File: src/rtl/alu_cmd_queue.sv
// alu_cmd_queue: buffers ALU commands in a FIFO, drives the head onto the ALU and
// registers each result behind a valid/ready handshake, trapping divide-by-zero.
module alu_cmd_queue #(
   parameter int DEPTH = 4,
   parameter int DW    = 8
) (
   input  logic                     clk,
   input  logic                     rst_n,
   input  logic                     cmd_valid,
   output logic                     cmd_ready,
   input  logic [1:0]               cmd_op,
   input  logic [DW-1:0]            cmd_a,
   input  logic [DW-1:0]            cmd_b,
   output logic [1:0]               alu_operation,
   output logic [DW-1:0]            alu_operand1,
   output logic [DW-1:0]            alu_operand2,
   input  logic [DW-1:0]            alu_result,
   output logic                     res_valid,
   input  logic                     res_ready,
   output logic [DW-1:0]            res_data,
   output logic [1:0]               res_op,
   output logic                     res_dz,
   output logic [$clog2(DEPTH):0]   count
);
   localparam int AW = $clog2(DEPTH);
   logic [1:0]    op_mem [DEPTH];
   logic [DW-1:0] a_mem  [DEPTH];
   logic [DW-1:0] b_mem  [DEPTH];
   logic [AW-1:0] wr_ptr, rd_ptr;
   logic          push, issue, empty, dz;
   assign empty     = count == '0;
   assign cmd_ready = count != (AW+1)'(DEPTH);
   assign push      = cmd_valid & cmd_ready;
   assign issue     = ~empty & (~res_valid | res_ready);
   assign alu_operation = empty ? '0 : op_mem[rd_ptr];
   assign alu_operand1  = empty ? '0 : a_mem[rd_ptr];
   assign alu_operand2  = empty ? '0 : b_mem[rd_ptr];
   assign dz = (alu_operation == 2'd3) && (alu_operand2 == '0);
   always_ff @(posedge clk) begin
      if (push) begin
         op_mem[wr_ptr] <= cmd_op;
         a_mem[wr_ptr]  <= cmd_a;
         b_mem[wr_ptr]  <= cmd_b;
      end
   end
   // power-of-two depth lets the pointers wrap naturally; count tells full from empty
   always_ff @(posedge clk or negedge rst_n) begin
      if (!rst_n) begin
         wr_ptr <= '0;
         rd_ptr <= '0;
         count  <= '0;
      end else begin
         wr_ptr <= wr_ptr + AW'(push);
         rd_ptr <= rd_ptr + AW'(issue);
         count  <= count + (AW+1)'(push) - (AW+1)'(issue);
      end
   end
   always_ff @(posedge clk or negedge rst_n) begin
      if (!rst_n) begin
         res_valid <= 1'b0;
         res_data  <= '0;
         res_op    <= '0;
         res_dz    <= 1'b0;
      end else if (issue) begin
         res_valid <= 1'b1;
         res_data  <= dz ? '1 : alu_result;
         res_op    <= alu_operation;
         res_dz    <= dz;
      end else if (res_ready) begin
         res_valid <= 1'b0;
      end
   end
endmodule

File: config.mk
export PLATFORM = sky130hd
export DESIGN_NAME = alu_cmd_queue
export DESIGN_NICKNAME = d
export VERILOG_FILES = /design/src/rtl/alu_cmd_queue.sv
export SDC_FILE = /design/constraint.sdc
export NUM_CORES = 1
export LEC_CHECK = 0
export ABC_AREA = 0
export BUFFER_PORTS_ARGS = -buffer_cell sky130_fd_sc_hd__buf_2
export CAP_MARGIN = 10
export CORE_MARGIN = 4
export CORE_UTILIZATION = 55
export CTS_CLUSTER_DIAMETER = 30
export CTS_CLUSTER_SIZE = 14
export DETAILED_ROUTE_END_ITERATION = 8
export PLACE_DENSITY = 0.8
export SKIP_CTS_REPAIR_TIMING = 1
export SLEW_MARGIN = 20
export SYNTH_ARGS = -nofsm -noshare
export SYNTH_HDL_FRONTEND = slang
export SYNTH_SLANG_ARGS = --single-unit
File: constraint.sdc
create_clock -name clk -period 2.9 [get_ports clk]
set_input_delay 0.29 -clock clk [delete_from_list [all_inputs] [get_ports clk]]
set_output_delay 0.29 -clock clk [all_outputs]
set_load 0.005 [all_outputs]
-- Yosys cells after proc, flatten, opt, wreduce, memory -nomap -nowiden
Memories as Yosys holds them, arrays and structs flattened.
Cells that the tools add are included.
- register bits after elaboration: 19
- bits in writable memories: 72
- input bits: 30
- output and inout bits: 34
- logic and storage cells: 33
- memories: 3
- $add $sub $neg: 4
- eq/ne operators: 2
- muxes and demuxes: 8
- bitwise logic cells: 5
- reductions and logical operators: 4
- memories (memory ; words ; width ; read ports ; clocked after Yosys merged registers in ; write ports ; RTL line ; text):
    a_mem ; 4 ; 8 ; 1 ; 0 ; 1 ; 27 ; logic [DW-1:0] a_mem [DEPTH];
    b_mem ; 4 ; 8 ; 1 ; 0 ; 1 ; 28 ; logic [DW-1:0] b_mem [DEPTH];
    op_mem ; 4 ; 2 ; 1 ; 0 ; 1 ; 26 ; logic [1:0] op_mem [DEPTH];
- operators by type and width (kind ; number):
    8-bit 2-to-1 mux ; 3
    8-bit zero test ; 1
    2-bit by 1-bit adder with 2-bit output ; 2
    1-bit 2-to-1 mux ; 4
    3-bit by 1-bit adder with 3-bit output ; 1
    3-bit zero test ; 1
    3-bit inequality test (second input constant) ; 1
    3-bit by 1-bit subtractor with 3-bit output ; 1
    1-bit bitwise AND ; 2
    2-bit equality test (second input constant) ; 1
    2-bit 2-to-1 mux ; 1
    1-bit inverter ; 2
    2-bit nonzero test ; 1
    1-bit logical AND ; 1
    1-bit OR ; 1

-- Longest topological paths before layout
- depth in word-level cells: 5
- mapped depth: 8
- gate-level depth less buffers: 8

-- Worst setup path after synthesis
OpenSTA, ideal clock, no wires.
- path kind: reg-to-reg
- from: reg count[1]
- to: mem a_mem[1][0] (enable)
- library setup time: 0.420 ns
- data arrival time: 2.119 ns
- data required time: 2.480 ns
- path slack: 0.361 ns
- cell stages (with the launch flop): 5
- buffers on the path: 0
- period minus slack after synthesis: 2.539 ns
- cells stage by stage: dfrtp_1 -> nor2_1 -> nand2_1 -> nand2_1 -> nor3b_1
- cells in the longest elaborated chain, start to end: 4
- RTL lines (what ; RTL line ; text):
    start: declaration ; 23 ; output logic [$clog2(DEPTH):0] count
    start signal: assignment ; 55 ; count <= count + (AW+1)'(push) - (AW+1)'(issue);
    3-bit inequality test ; 32 ; assign cmd_ready = count != (AW+1)'(DEPTH);
    via cmd_ready ; 10 ; output logic cmd_ready,
    1-bit bitwise AND ; 33 ; assign push = cmd_valid & cmd_ready;
    1-bit 2-to-1 mux ; 40 ; if (push) begin
    1-bit 2-to-1 mux (not written as such) ; 42 ; a_mem[wr_ptr] <= cmd_a;
    end: declaration ; 27 ;
The timed path passes the listed nets, and every way through them passes these cells.

-- Worst setup path in the final report
- from: reg rd_ptr[0]
- to: out alu_operand1[0]
- cells in the longest elaborated chain, start to end: 2
- RTL lines (what ; RTL line ; text):
    start: declaration ; 29 ; logic [AW-1:0] wr_ptr, rd_ptr;
    start signal: assignment ; 54 ; rd_ptr <= rd_ptr + AW'(issue);
    memory 4 x 8 bit ; -- ;
    8-bit 2-to-1 mux ; 36 ; assign alu_operand1 = empty ? '0 : a_mem[rd_ptr];
    end: declaration ; 15 ; output logic [DW-1:0] alu_operand1,
No other way between the ends.

==> metrics.md <==
| Metric | Value |
|---|---|
| Status | `finished, final reports clean` |
| Antenna Diode Count | `0` |
| First-pass GRT wire length | `around 10 mm` |
| Hold slack | `0.1362 ns` |
| Detailed-route DRC error count | `0` |
| Placed cell areas | `roughly 4000 µm²` |
| Fin crit share | `85.23%` |
| Largest net degree at the start of global routing | `22` |
| Hold Crit Class | `primary input to flop` |
| Antenna viol nets, final | `0` |
| Critical path depth in cells | `4` |
| Sw Pwr | `0.001394 W` |
| Max IR drop VDD | `0.5807 mV` |
| Via Count | `around 2000` |
| Dpl ws | `0.6025 ns` |
| Reg power frac | `a little under half` |
| Crit path time final | `2.472 ns` |
| Measured slew at the worst slew-check pin | `0.6353 ns` |
| GP Congestion | `around 0.75` |
| Mapped Nets | `between 200 and 250` |
| Initial antenna violation count | `0` |
| Number of synthesis warnings | `0` |
| Distinct cell type count after synthesis | `27` |
| Clock sinks | `a little over 90` |
| Initial core utilization | `between 50% and 60%` |
| Worst-Skew Late Latency | `between 0.3 and 0.4 ns` |
| Post-synthesis cell area | `3601 µm²` |
| Slowest cell on the critical path | `dfrtp_1` |
| Vias in the first global route | `a little under 2000` |
| Final instance area | `between 4000 and 5000 µm²` |
| Power per cell area | `between 900 and 1000 nW/µm²` |
| TNS Setup | `0 ns` |
| PortBufs | `63` |
| Ports | `64` |
| TritonCTS clock tree | `done` |
| Htree depth | `3` |
| CP bufs+invs | `2` |
| Final Hold Viols | `0` |
| Drt wl/cell | `17.84 µm` |
| Post-synthesis sequential area ratio | `73.25%` |
| Final core utilization | `roughly two thirds` |
| Bufs on Longest Clock Path | `2` |
| Switching Share | `32.98%` |
| Synth Instances | `197` |
| Worst-path maximum fanout | `12` |
| Worst reg2reg path depth | `4` |
| Comb power frac | `between 30% and 40%` |
| Most common cell after layout, fill and taps aside | `edfxtp_1` |
| Max frequency | `roughly 0.4 GHz` |
| Floorplan core area | `roughly 6300 µm²` |
| Commonest cells after routing, fill and taps aside | `72 x edfxtp_1, 63 x buf_2, 19 x nor2b_1, 19 x dfrtp_1, 17 x nor2_1` |
| Die W | `88.92 µm` |
| Die H | `88.92 µm` |
| Flops & latches, synth | `between 90 and 100` |
| Syn_area_per_cell | `18.28 µm²` |
| DR iter-0 viols | `about 130` |
| Cell count of the worst hold path | `1` |
| Die area | `between 7000 and 8000 µm²` |
| GRT Residual Overflow | `0` |
| Slowest stage delay, CP | `~0.76 ns` |
| Setup violations, final | `0` |
| Top delay family on crit path | `flip-flops` |
| Worst Skew | `between 0.007 and 0.008 ns` |
| DRT Pass-1 Iters | `4` |
| All-Layer GR Usage | `approximately 18%` |
| Share of power burned in the clock network | `19.3%` |
| RSZ-0062 raised after global routing | `false` |
| Worst Slack Setup Final | `0.4284 ns` |
| Cell Rows | `29` |
| Root buffer cell | `clkbuf_8` |
| Crit path DAT | `2.18 ns` |
| Final #Nets | `306` |
| Total CTS buffers | `9` |
| Drt via density | `~5.5` |
| Max-slew violations | `0` |
| CP cell instances | `buf_4 > mux4_2 > nor2b_1 > buf_2` |
| Leak Pwr | `approximately 1.6 nW` |
| Max-cap viol count | `0` |
| Slew headroom | `between 50 and 60%` |
| Worst EP required | `between 2 and 3 ns` |
| Clock Pin Slew Worst Setup and Hold Paths | `0.10 ns` |
| Layout cells sized above 1 | `about two fifths` |
| DP HPWL | `between 4 and 5 mm` |
| Crit end category | `primary output` |
| Crit start category | `flop` |
| Area delta synth->final | `18.31%` |
| Routed WL | `between 6 and 7 mm` |
| Cell Int Power | `between 0.002 and 0.003 W` |
| Critical setup path kind | `flop to primary output` |
==> power groups by stage <==
stage,Combinational [W],Clock [W],Sequential [W]
finish,0.00145,0.000817,0.00196
CTS,0.00148,0.000837,0.00196
detailed placement,0.00147,0,0.00199
global route,0.00161,0.000901,0.00200
global placement,0.00144,0,0.00197
floorplan,0.000970,0,0.00189
==> synthesized netlist by cell type <==
master      n  area share (%)
xnor2_1     4            0.97
and3_1      1            0.17
edfxtp_1   72              60
fa_1        1            0.56
nor2_1     17             1.8
clkbuf_1    3            0.31
mux4_1      7             5.1
o2111ai_4   1            0.73
ha_1        2            0.69
a21oi_1     7            0.97
nor3_1      3            0.42
a21oi_2     1            0.24
nor3b_1     2            0.42
and2b_1     1            0.21
nand2b_1    2            0.35
nand2_1    12             1.3
mux4_2     11             6.9
o21ai_0     1            0.14
inv_1       2            0.21
dfrtp_1    19              13
buf_2       2            0.28
nor2b_1    19             3.3
xor2_1      2            0.49
nand4_1     1            0.17
buf_6       1            0.31
buf_1       2            0.21
nor4_4      1            0.59
==> sequential cells by signal (all words and copies together), names as in the netlist <==
register	cells
op_mem	8
res_op	2
a_mem	32
res_valid	1
rd_ptr	2
b_mem	32
res_dz	1
wr_ptr	2
count	3
res_data	8
==> area by class of cell <==
type                            count  area, µm²
Clock buffer                        9      123.9
Clock inverter                      7      66.31
Fill cell                         424       2090
Inverter                            2      7.507
Multi-Input combinational cell     96      935.9
Sequential cell                    91       2638
Tap cell                           77      96.34
Timing Repair Buffer               73      392.9
==> metrics by stage <==
| step | std cells | power (W) |
|---|---|---|
| global placement | 338 | 0.003406 |
| detailed placement | 338 | 0.003459 |
| global route | 355 | 0.004512 |
| floorplan | 197 | 0.002863 |
| CTS | 354 | 0.004275 |
| finish | 355 | 0.004226 |
==> final timing paths <==
check                          start              end  slack (ns)
setup / recovery           rd_ptr[0]  alu_operand1[0]        0.43
hold / removal              cmd_a[7]      a_mem[2][7]        0.14
setup reg to reg           rd_ptr[0]      res_data[2]        0.59
hold reg to reg            res_op[1]        res_op[1]        0.49
max in group asynchronous      rst_n      res_data[3]        2.22
min in group asynchronous      rst_n      res_data[7]        0.38
==> cell families (layout without fill, tap and decap cells) <==
family	count (synthesis)	in the layout	synth area share, %
flops	91	91	73.25
simple gates	59	59	8.652
mux	18	18	11.99
compound gates	10	10	2.085
buf+inv	10	91	1.320
xor+xnor	6	6	1.459
fa+ha+maj	3	3	1.251
==> metal layers <==
layer  track usage (%)  share of wire [%]  routed length, µm
met2             28.34                 49               3101
met1             23.30                 41               2621
met5                 0                  0                  0
met4             7.692                2.1                135
met3             4.700                7.5                475
Note: power is estimated with default switching activity, not from simulation.
